### src/rtl/button_pulse_array.sv
// N-channel push-button front end: synchroniser, debouncer and edge detector per channel.
// Optional auto-repeat for rise-mode pulses is built only when AUTOREPEAT_EN is defined.
module button_pulse_array #(
  parameter int N             = 5,
  parameter int SYNC_STAGES   = 2,
  parameter int DEB_CYCLES    = 16,
  parameter int EDGE_MODE     = 0,
  parameter int REPEAT_DELAY  = 50,
  parameter int REPEAT_PERIOD = 10
) (
  input  logic         clk,
  input  logic         rst,
  input  logic [N-1:0] in_raw,
  input  logic         enable,
  output logic [N-1:0] level,
  output logic [N-1:0] pulse,
  output logic         any_pulse
);

  localparam int CW = (DEB_CYCLES < 1) ? 1 : $clog2(DEB_CYCLES + 1);

  if (SYNC_STAGES < 2 || DEB_CYCLES < 1 || EDGE_MODE < 0 || EDGE_MODE > 2 ||
      REPEAT_DELAY < 1 || REPEAT_PERIOD < 1) begin : g_bad_param
    $error("button_pulse_array: illegal parameter combination");
  end

  logic [SYNC_STAGES-1:0][N-1:0] sync_q, sync_d;
  logic [N-1:0][CW-1:0]          cnt_q, cnt_d;
  logic [N-1:0]                  level_q, level_d;
  logic [N-1:0]                  pulse_q, pulse_d;
  logic [N-1:0]                  sync_out;
  logic [N-1:0]                  edge_hit;
  logic [N-1:0]                  rpt_hit;

  always_comb begin
    sync_d[0] = in_raw;
    for (int s = 1; s < SYNC_STAGES; s++) begin
      sync_d[s] = sync_q[s-1];
    end
  end

  assign sync_out = sync_q[SYNC_STAGES-1];

  // A new value is accepted only after DEB_CYCLES consecutive disagreeing samples.
  always_comb begin
    cnt_d   = cnt_q;
    level_d = level_q;
    for (int i = 0; i < N; i++) begin
      if (sync_out[i] == level_q[i]) begin
        cnt_d[i] = '0;
      end else if (cnt_q[i] == CW'(DEB_CYCLES - 1)) begin
        level_d[i] = sync_out[i];
        cnt_d[i]   = '0;
      end else begin
        cnt_d[i] = cnt_q[i] + CW'(1);
      end
    end
  end

  always_comb begin
    edge_hit = '0;
    for (int i = 0; i < N; i++) begin
      case (EDGE_MODE)
        0:       edge_hit[i] = ~level_q[i] &  level_d[i];
        1:       edge_hit[i] =  level_q[i] & ~level_d[i];
        default: edge_hit[i] =  level_q[i] ^  level_d[i];
      endcase
    end
  end

`ifdef AUTOREPEAT_EN
  localparam int RPT_MAX = (REPEAT_DELAY > REPEAT_PERIOD) ? REPEAT_DELAY : REPEAT_PERIOD;
  localparam int RW      = (RPT_MAX < 2) ? 1 : $clog2(RPT_MAX + 1);

  logic [N-1:0][RW-1:0] rpt_q, rpt_d;

  // Down-counter per channel: loaded on press, fires at zero and reloads with the period.
  always_comb begin
    rpt_d   = rpt_q;
    rpt_hit = '0;
    for (int i = 0; i < N; i++) begin
      if (EDGE_MODE != 0 || !level_d[i]) begin
        rpt_d[i] = '0;
      end else if (!level_q[i]) begin
        rpt_d[i] = RW'(REPEAT_DELAY - 1);
      end else if (rpt_q[i] == '0) begin
        rpt_hit[i] = 1'b1;
        rpt_d[i]   = RW'(REPEAT_PERIOD - 1);
      end else begin
        rpt_d[i] = rpt_q[i] - RW'(1);
      end
    end
  end

  always_ff @(posedge clk or posedge rst) begin
    if (rst) begin
      rpt_q <= '0;
    end else begin
      rpt_q <= rpt_d;
    end
  end
`else
  assign rpt_hit = '0;
`endif

  assign pulse_d = enable ? (edge_hit | rpt_hit) : '0;

  always_ff @(posedge clk or posedge rst) begin
    if (rst) begin
      sync_q  <= '0;
      cnt_q   <= '0;
      level_q <= '0;
      pulse_q <= '0;
    end else begin
      sync_q  <= sync_d;
      cnt_q   <= cnt_d;
      level_q <= level_d;
      pulse_q <= pulse_d;
    end
  end

  assign level     = level_q;
  assign pulse     = pulse_q;
  assign any_pulse = |pulse_q;

endmodule

### config.mk
export PLATFORM = sky130hd
export DESIGN_NAME = button_pulse_array
export DESIGN_NICKNAME = d
export VERILOG_FILES = /design/src/rtl/button_pulse_array.sv
export SDC_FILE = /design/constraint.sdc
export NUM_CORES = 1
export LEC_CHECK = 0
export ABC_AREA = 1
export ABC_CLOCK_PERIOD_IN_PS = 1600
export BUFFER_PORTS_ARGS = -buffer_cell sky130_fd_sc_hd__buf_4
export CORE_UTILIZATION = 55
export CTS_BUF_LIST = sky130_fd_sc_hd__clkbuf_4
export DETAILED_ROUTE_END_ITERATION = 16
export PLACE_DENSITY = 0.83
export RECOVER_POWER = 50
export SKIP_CTS_REPAIR_TIMING = 1
export SYNTH_ARGS = -nofsm -noshare
export SYNTH_HDL_FRONTEND = slang
export SYNTH_SLANG_ARGS = --single-unit
### constraint.sdc
create_clock -name clk -period 1.6 [get_ports clk]
set_input_delay 0.08 -clock clk [delete_from_list [all_inputs] [get_ports clk]]
set_output_delay 0.08 -clock clk [all_outputs]
set_load 0.03 [all_outputs]
==> impl_metrics.env, run 1 <==
export IMPL_antenna_cells=0
export IMPL_place_area_um2=2060
export IMPL_rows=20
export IMPL_r2r_slack_ps=480
export IMPL_drtAntennaViolNets=0
export IMPL_synthesis_nets=208
export IMPL_start_util=0.594
export IMPL_synth_compound_gate_area_share=0
export IMPL_layout_common_cells="nand2_1, dfrtp_1, inv_1, nor2_1, buf_4"
export IMPL_final_layout_size_suffix_gt1_frac=0.162
export IMPL_nets=240
export IMPL_slew_violations=0
export IMPL_num_io_pins=19
export IMPL_fin_worst_skew_ps=12.5
export IMPL_power_density_nw_per_um2=928
export IMPL_vias=1286
export IMPL_fp_dieH_um=60.1
export IMPL_grt_pass1_wl_mm=4.76
export IMPL_yosys_warnings=0
export IMPL_clk_latency_ps=350
export IMPL_drt_wirelength_per_cell_um=10.5
export IMPL_yosys_area_share_simple=0.272
export IMPL_ys_seq_area_frac=0.606
export IMPL_tns_ps=0
export IMPL_vias_per_cell=4.73
export IMPL_synth_top_family_by_area="simple AND/OR/NAND/NOR gates"
export IMPL_cp_max_fo=2
export IMPL_syn_instance_count=195
export IMPL_finalSetupViolCount=0
export IMPL_cpPeakStageDelay_ps=400
export IMPL_cap_violations=0
export IMPL_synth_area_leaders="dfrtp_1, nand2_1, inv_1"
export IMPL_crit_required_ps=1520
export IMPL_grt_max_degree=46
export IMPL_criticalPathCategory="reg2out"
export IMPL_core_area_um2=3130
export IMPL_crit_family="flip-flops"
export IMPL_hpwl_mm=2.08
export IMPL_die_width_um=60.1
export IMPL_worstMarginPinSlew_ps=535
export IMPL_slew_headroom=0.643
export IMPL_synthToLayoutAreaGrowth_pct=18.1
export IMPL_grt_overflow_total=0
export IMPL_synth_distinct_cells=12
export IMPL_clkSinkCount=45
export IMPL_dp_worst_setup_slack_ps=510
export IMPL_leakage_nw=1.20
export IMPL_drt_first_pass_iters=4
export IMPL_arrival_ps=1160
export IMPL_clk_pin_slew_ps=130
export IMPL_fin_crit_sh=0.777
export IMPL_grtUsageTotal=0.188
export IMPL_layout_setup_ws_ps=356
export IMPL_synth_adder_area_share=0.0337
export IMPL_final_hold_violation_count=0
export IMPL_layout_commonest_cell="nand2_1"
export IMPL_drt_iter0_markers=71
export IMPL_final_area_um2=2190
export IMPL_clock_path_buffers=2
export IMPL_ys_ff_latch=45
export IMPL_ir_worst_vdd_v=0.000671
export IMPL_path_cells="nor3_1 -> nand2_1 -> buf_4"
export IMPL_rsz0062_at_grt="no"
export IMPL_die_area_um2=3610
export IMPL_drc_errors=0
export IMPL_grt_antenna_before_repair=0
export IMPL_synth_top_area_frac=0.606
export IMPL_synthXorXnorAreaFrac=0.0236
export IMPL_clock_root_buffer="clkbuf_4"
export IMPL_path_buf_inv=1
export IMPL_cts_tree="built"
export IMPL_yosys_area_top_type="dfrtp_1"
export IMPL_io_buffers=18
export IMPL_crit_path_end_kind="primary output"
export IMPL_htreeDepth=2
export IMPL_hold_class="in2reg"
export IMPL_synthesis_area_um2=1860
export IMPL_synth_mux_area_frac=0
export IMPL_max_freq_ghz=0.804
export IMPL_gp_congestion=0.736
export IMPL_drt_wl_total_mm=2.85
export IMPL_postSynthAreaPerCell_um2=9.53
export IMPL_cts_made_buffers=5
export IMPL_startpoint_type="flip-flop"
export IMPL_status="finished clean"
export IMPL_grt_pass1_vias=1191
export IMPL_period_needed_ps=1240
export IMPL_slowest_stage="dfrtp_1"
where the power goes:
| group | internal [mW] | switching (mW) |
|---|---|---|
| logic | 0.0578 | 0.0752 |
| clock network | 0.343 | 0.340 |
| registers | 1.18 | 0.0405 |
| total | 1.58 | 0.456 |
through the flow:
stage          power (mW)  std cells  hold WS, ps   util
2_1_floorplan        1.32        195          111      -
3_3_place_gp         1.36        258          189  0.657
3_5_place_dp         1.37        258          191  0.657
4_1_cts              2.05        266         -190  0.682
5_1_grt              2.13        272          175  0.702
6_report             2.04        272          174  0.702
sequential cells by signal, summed over array words and instances, names as in the netlist:
register,cells
pulse,5
level,5
sync_d,5
sync_out,5
cnt_q,25
metal layers:
metal	part of all wire	up-vias	routed length, um	GRT usage
met5	0	-	0	0
met4	0.018	0	51	0.0864
met3	0.036	6	102	0.0649
met2	0.49	23	1390	0.308
met1	0.46	591	1310	0.221
li1	-	666	-	-
path summary, 6_finish.rpt:
check / endpoint / cells after the start / start
worst max-delay path: any_pulse / 3 / pulse[3]
worst min-delay path: pulse[3] / 3 / enable
worst max register to register: cnt_q[13] / 4 / cnt_q[10]
worst min register to register: sync_out[4] / 0 / sync_d[9]
max in group asynchronous: level[4] / 4 / rst
min in group asynchronous: pulse[3] / 4 / rst
worst reg2reg max path: cells and delay by family, from the launching register on:
family,cells,cell delay (ps)
simple gates,3,370
flops,1,430
fa+ha+maj,1,260
synthesized netlist by cell type:
cell / n
inv_1: 32
nor2_1: 31
nor3_1: 1
ha_1: 5
nand2_1: 49
nor3_2: 5
nand3_1: 10
nand4_1: 6
nand2_2: 2
xnor2_1: 5
nand4_2: 4
dfrtp_1: 45
cells by family (layout without fill, tap and decap cells):
group / after synthesis / after routing
xor+xnor: 5 / 5
fa+ha+maj: 5 / 5
simple gates: 108 / 108
buf+inv: 32 / 65
flops: 45 / 45
layout make-up:
class                      count  area, um^2
clock buffer                   6        45.0
clock inverter                 2        33.8
fill                         242         933
inverter                      32         120
multi-input combinational    118         612
sequential                    45        1130
tap                           44        55.1
timing repair buffer          25         203
(Power assumes the default switching activity.)
==> run 2: changes to the inputs <==
--- a/config.mk
+++ b/config.mk
@@ -5,13 +5,13 @@
 export SDC_FILE = /design/constraint.sdc
 export NUM_CORES = 1
 export LEC_CHECK = 0
-export ABC_AREA = 1
-export ABC_CLOCK_PERIOD_IN_PS = 1600
+export ABC_AREA = 0
+export ABC_CLOCK_PERIOD_IN_PS = 1200
 export BUFFER_PORTS_ARGS = -buffer_cell sky130_fd_sc_hd__buf_4
 export CORE_UTILIZATION = 55
 export CTS_BUF_LIST = sky130_fd_sc_hd__clkbuf_4
 export DETAILED_ROUTE_END_ITERATION = 16
-export PLACE_DENSITY = 0.83
+export PLACE_DENSITY = 0.84
 export RECOVER_POWER = 50
 export SKIP_CTS_REPAIR_TIMING = 1
 export SYNTH_ARGS = -nofsm -noshare
==> constraint.sdc (replaced) <==
create_clock -name clk -period 1.2 [get_ports clk]
set_input_delay 0.06 -clock clk [delete_from_list [all_inputs] [get_ports clk]]
set_output_delay 0.06 -clock clk [all_outputs]
set_load 0.03 [all_outputs]
==> impl_metrics.env, run 2 <==
export IMPL_max_freq_ghz=0.789
export IMPL_synth_top_area_frac=0.662
export IMPL_r2r_slack_ps=-70
export IMPL_synth_compound_gate_area_share=0.0147
export IMPL_yosys_top_cells_count="dfrtp_1, nor2_1, xor2_1"
export IMPL_layout_common_cells="dfrtp_1, buf_4, xor2_1"
export IMPL_grt_pass1_wl_mm=4.75
export IMPL_highest_layer="met4"
export IMPL_tns_ps=-331
export IMPL_grt_max_degree=27
export IMPL_dp_cells=193
export IMPL_rows=19
export IMPL_hold_class="in2async"
export IMPL_clkSinkCount=45
export IMPL_synth_flop_cell="dfrtp_1"
export IMPL_violations="design-rule violations, negative setup slack"
export IMPL_startpoint_type="flip-flop"
export IMPL_grt_pass1_vias=1087
export IMPL_gp_congestion=0.847
export IMPL_fp_dieH_um=57.6
export IMPL_layout_commonest_cell="dfrtp_1"
export IMPL_drtAntennaViolNets=0
export IMPL_finalSetupViolCount=9
export IMPL_vias_per_cell=5.34
export IMPL_clock_path_buffers=2
export IMPL_synth_mux_area_frac=0.0331
export IMPL_largest_register="cnt_q"
export IMPL_r2r_start="cnt_q[5]"
export IMPL_drt_first_pass_iters=10
export IMPL_yosys_area_share_simple=0.165
export IMPL_io_buffers=18
export IMPL_postSynthAreaPerCell_um2=12.8
export IMPL_cp_max_fo=3
export IMPL_wl_met2_mm=2.04
export IMPL_synthesis_nets=146
export IMPL_async_flop_share=1.00
export IMPL_leakage_nw=1.17
export IMPL_clk_latency_ps=370
export IMPL_synth_most_common_cell="dfrtp_1"
export IMPL_synth_top_family_by_area="simple AND/OR/NAND/NOR gates"
export IMPL_clk_pin_slew_ps=130
export IMPL_r2r_end="cnt_q[5]"
export IMPL_yosys_area_top_type="dfrtp_1"
export IMPL_final_layout_size_suffix_gt1_frac=0.416
export IMPL_synth_distinct_cells=15
export IMPL_criticalPathCategory="reg2reg"
export IMPL_hold_ws_ps=209
export IMPL_power_density_nw_per_um2=1200
export IMPL_grt_overflow_total=0
export IMPL_crit_path_end_kind="flip-flop"
export IMPL_ys_seq_area_frac=0.662
export IMPL_die_width_um=57.6
export IMPL_routed_wl_met3_um=120
export IMPL_core_area_um2=2850
export IMPL_period_needed_ps=1270
export IMPL_drt_wirelength_per_cell_um=17.0
export IMPL_synth_area_leaders="dfrtp_1, xor2_1, nor2_1"
export IMPL_nets=197
export IMPL_place_area_um2=1970
export IMPL_cts_made_buffers=5
export IMPL_rr_worst_depth=5
export IMPL_die_area_um2=3320
export IMPL_rsz0062_at_grt="yes"
export IMPL_met1_length_mm=1.45
export IMPL_num_io_pins=19
export IMPL_synth_adder_area_share=0.0368
export IMPL_synth_edf_count=0
export IMPL_grt_antenna_before_repair=0
export IMPL_drt_iter0_markers=29
export IMPL_arrival_ps=1530
export IMPL_fin_worst_skew_ps=19.9
export IMPL_grtUsageTotal=0.201
export IMPL_htreeDepth=2
export IMPL_drt_wl_total_mm=3.68
export IMPL_synthesis_area_um2=1700
export IMPL_drc_errors=1
export IMPL_fin_total_pwr_mw=2.81
export IMPL_status="finished, violations left"
export IMPL_hpwl_mm=2.17
export IMPL_start_util=0.596
export IMPL_slew_violations=0
export IMPL_ir_worst_vdd_v=0.00116
export IMPL_fin_cells=216
export IMPL_finish_utilization=0.825
export IMPL_final_hold_violation_count=0
export IMPL_largest_reg_flops=25
export IMPL_antenna_cells=0
export IMPL_fill_cells=159
export IMPL_fin_crit_sh=1.06
export IMPL_ys_ff_latch=45
export IMPL_synthXorXnorAreaFrac=0.0773
export IMPL_crit_required_ps=1460
export IMPL_slew_headroom=0.737
export IMPL_synthToLayoutAreaGrowth_pct=38.3
export IMPL_yosys_warnings=0
export IMPL_dp_worst_setup_slack_ps=-79.6
export IMPL_clock_root_buffer="clkbuf_4"
export IMPL_worstMarginPinSlew_ps=393
export IMPL_final_area_um2=2350
export IMPL_vias=1154
export IMPL_cts_tree="built"
export IMPL_layout_setup_ws_ps=-68.1
export IMPL_syn_instance_count=133
export IMPL_cap_violations=0
[run 2: changes by cell type in the layout (fill, tap and decap cells not counted), moves of 5 or more]
cell     before  now
mux2_4        0    5
nand4_1       6    0
buf_4        13   28
nand3_1      10    5
nand2_1      49    6
inv_1        31    5
ha_1          5    0
nor2_1       31   14
and3_1        0    5
xor2_1        0   15
xnor2_1       5    0
[run 2: cell families (layout without fill, tap and decap cells)]
logic type,Yosys count,count (layout)
AO/OA/AOI/OAI,5,5
XOR/XNOR,15,15
adder cells (fa/ha/maj),5,5
buffers and inverters,5,57
flip-flops,45,45
multiplexers,5,5
AND/OR/NAND/NOR,53,53
[run 2: cell type report]
cell class / count / area, um^2 / area share
Clock inverter: 2 / 33.8 / 0.0144
Sequential cell: 45 / 1130 / 0.479
Tap cell: 31 / 38.8 / 0.0165
Timing Repair Buffer: 44 / 355 / 0.151
Inverter: 5 / 18.8 / 0.00798
Clock buffer: 6 / 45.0 / 0.0191
Multi-Input combinational cell: 83 / 734 / 0.312
[run 2: per-layer routing]
metal	global-route usage	vias up
met2	0.332	24
li1	-	542
met5	0	-
met3	0.0522	8
met4	0.111	0
met1	0.240	580
[run 2: how the worst max path moves through the flow]
| stage | end | depth (start not counted) | startpoint | slack (ps) |
|---|---|---|---|---|
| 2_1_floorplan | level[3] | 4 | cnt_q[15] | 30 |
| 3_3_place_gp | level[0] | 4 | cnt_q[0] | 20 |
| 3_5_place_dp | pulse[3] | 4 | cnt_q[15] | -80 |
| 4_1_cts | any_pulse | 3 | pulse[1] | -130 |
| 5_1_grt | any_pulse | 3 | pulse[0] | -110 |
| 6_report | cnt_q[5] | 5 | cnt_q[5] | -70 |
[run 2: worst max-delay path: stages, from the launching register on]
cell     delay [ps]
dfrtp_1         460
ha_4            190
nand3_4          90
buf_6           140
o21ai_4         200
nor2_1           90
[run 2: power by group]
group	total, mW	internal, mW	switching, mW
Clock	0.939	0.457	0.482
Sequential	1.63	1.57	0.0566
Combinational	0.244	0.128	0.116
Total	2.81	2.16	0.655
==> run 3: changes to the inputs <==
--- a/config.mk
+++ b/config.mk
@@ -8,10 +8,11 @@
 export ABC_AREA = 0
 export ABC_CLOCK_PERIOD_IN_PS = 1200
 export BUFFER_PORTS_ARGS = -buffer_cell sky130_fd_sc_hd__buf_4
-export CORE_UTILIZATION = 55
+export CAP_MARGIN = 20
+export CORE_UTILIZATION = 35
 export CTS_BUF_LIST = sky130_fd_sc_hd__clkbuf_4
 export DETAILED_ROUTE_END_ITERATION = 16
-export PLACE_DENSITY = 0.84
+export PLACE_DENSITY = 0.6
 export RECOVER_POWER = 50
 export SKIP_CTS_REPAIR_TIMING = 1
 export SYNTH_ARGS = -nofsm -noshare
==> impl_metrics.env, run 3 (same netlist as run 2, synthesis figures left out) <==
export IMPL_max_freq_ghz=0.804
export IMPL_cpPeakStageDelay_ps=390
export IMPL_fin_worst_skew_ps=4.79
export IMPL_nets=194
export IMPL_hold_path_startpoint="sync_d[7]"
export IMPL_layout_setup_ws_ps=-44.5
export IMPL_grt_max_degree=46
export IMPL_tns_ps=-79.7
export IMPL_finish_utilization=0.509
export IMPL_htreeDepth=2
export IMPL_start_util=0.378
export IMPL_largest_reg_flops=25
export IMPL_drt_wirelength_per_cell_um=13.2
export IMPL_hpwl_mm=2.01
export IMPL_final_layout_size_suffix_gt1_frac=0.401
export IMPL_cap_violations=0
export IMPL_crit_required_ps=1440
export IMPL_vias=1104
export IMPL_drt_first_pass_iters=2
export IMPL_drtAntennaViolNets=0
export IMPL_clkSinkCount=45
export IMPL_fp_dieH_um=71.7
export IMPL_die_area_um2=5140
export IMPL_status="finished, violations left"
export IMPL_ir_worst_vdd_v=0.000732
export IMPL_clk_pin_slew_ps=120
export IMPL_hold_class="reg2reg"
export IMPL_violations="negative setup slack"
export IMPL_die_width_um=71.7
export IMPL_core_area_um2=4500
export IMPL_fill_cells=398
export IMPL_finalSetupViolCount=2
export IMPL_vias_per_cell=4.72
export IMPL_r2r_slack_ps=-40
export IMPL_cp_max_fo=2
export IMPL_final_hold_violation_count=0
export IMPL_worstMarginPinSlew_ps=605
export IMPL_slowest_stage="dfrtp_1"
export IMPL_criticalPathCategory="reg2reg"
export IMPL_grt_pass1_vias=1137
export IMPL_grt_pass1_wl_mm=4.88
export IMPL_drt_iter0_markers=47
export IMPL_largest_register="cnt_q"
export IMPL_power_density_nw_per_um2=1090
export IMPL_layout_common_cells="dfrtp_1, buf_4, xor2_1, nor2_1, clkbuf_4"
export IMPL_cts_made_buffers=5
export IMPL_path_cells="ha_2 -> nand3_2 -> nor2_1 -> mux2_1"
export IMPL_antenna_cells=0
export IMPL_crit_path_end_kind="flip-flop"
export IMPL_leakage_nw=1.14
export IMPL_clk_latency_ps=350
export IMPL_grtUsageTotal=0.124
export IMPL_drt_wl_total_mm=3.08
export IMPL_grt_antenna_before_repair=0
export IMPL_hold_ws_ps=367
export IMPL_cp_startpoint="cnt_q[21]"
export IMPL_cts_tree="built"
export IMPL_period_needed_ps=1240
export IMPL_synthToLayoutAreaGrowth_pct=34.9
export IMPL_clock_path_buffers=2
export IMPL_grt_overflow_total=0
export IMPL_clock_root_buffer="clkbuf_4"
export IMPL_r2r_start="cnt_q[21]"
export IMPL_slew_violations=0
export IMPL_num_io_pins=19
export IMPL_arrival_ps=1490
export IMPL_rows=24
export IMPL_drc_errors=0
export IMPL_gp_congestion=0.740
export IMPL_rsz0062_at_grt="yes"
export IMPL_startpoint_type="flip-flop"
export IMPL_fin_total_pwr_mw=2.51
export IMPL_slew_headroom=0.597
export IMPL_io_buffers=18
export IMPL_layout_commonest_cell="dfrtp_1"
export IMPL_fin_crit_sh=1.04
==> run 3: per-layer routing <==
metal | vias up | GRT usage | wire length, um
met5 | - | 0 | 0
li1 | 536 | - | -
met3 | 5 | 0.0380 | 108
met4 | 0 | 0.0523 | 36
met1 | 548 | 0.131 | 1290
met2 | 15 | 0.230 | 1650
==> run 3: worst max-delay path: cells and delay by family (launching register included) <==
family | cells | cell delay [ps]
and+or+nand+nor | 2 | 210
DFF | 1 | 390
muxes | 1 | 340
adders and majority gates | 1 | 200
==> run 3: final timing paths <==
kind                                to  depth (start not counted)
setup / recovery              level[4]                          4
hold / removal             sync_out[2]                          0
setup reg to reg              level[4]                          4
hold reg to reg            sync_out[2]                          0
max in group asynchronous     level[1]                          4
min in group asynchronous    cnt_q[20]                          4
==> run 3: where the power goes <==
part / switching [mW] / internal (mW) / total, mW
combinational: 0.106 / 0.112 / 0.218
sequential: 0.0408 / 1.57 / 1.61
clock: 0.460 / 0.213 / 0.672
total: 0.607 / 1.90 / 2.51
==> run 3: through the flow <==
stage,cells,area (um^2),worst slack [ps]
5_1_grt,234,2290,-131
6_report,234,2290,-44.5
3_5_place_dp,211,1970,-40.3
2_1_floorplan,133,1700,30.1
4_1_cts,219,2020,-171
3_3_place_gp,211,1970,9.46
==> run 3: area by class of cell <==
cell class / instances / area [um^2] / share of cell area
Tap cell: 52 / 65.1 / 0.0284
Sequential cell: 45 / 1130 / 0.491
Timing Repair Buffer: 41 / 333 / 0.145
Clock inverter: 3 / 12.5 / 0.00546
Multi-Input combinational cell: 83 / 701 / 0.306
Inverter: 5 / 18.8 / 0.00818
Clock buffer: 5 / 37.5 / 0.0164
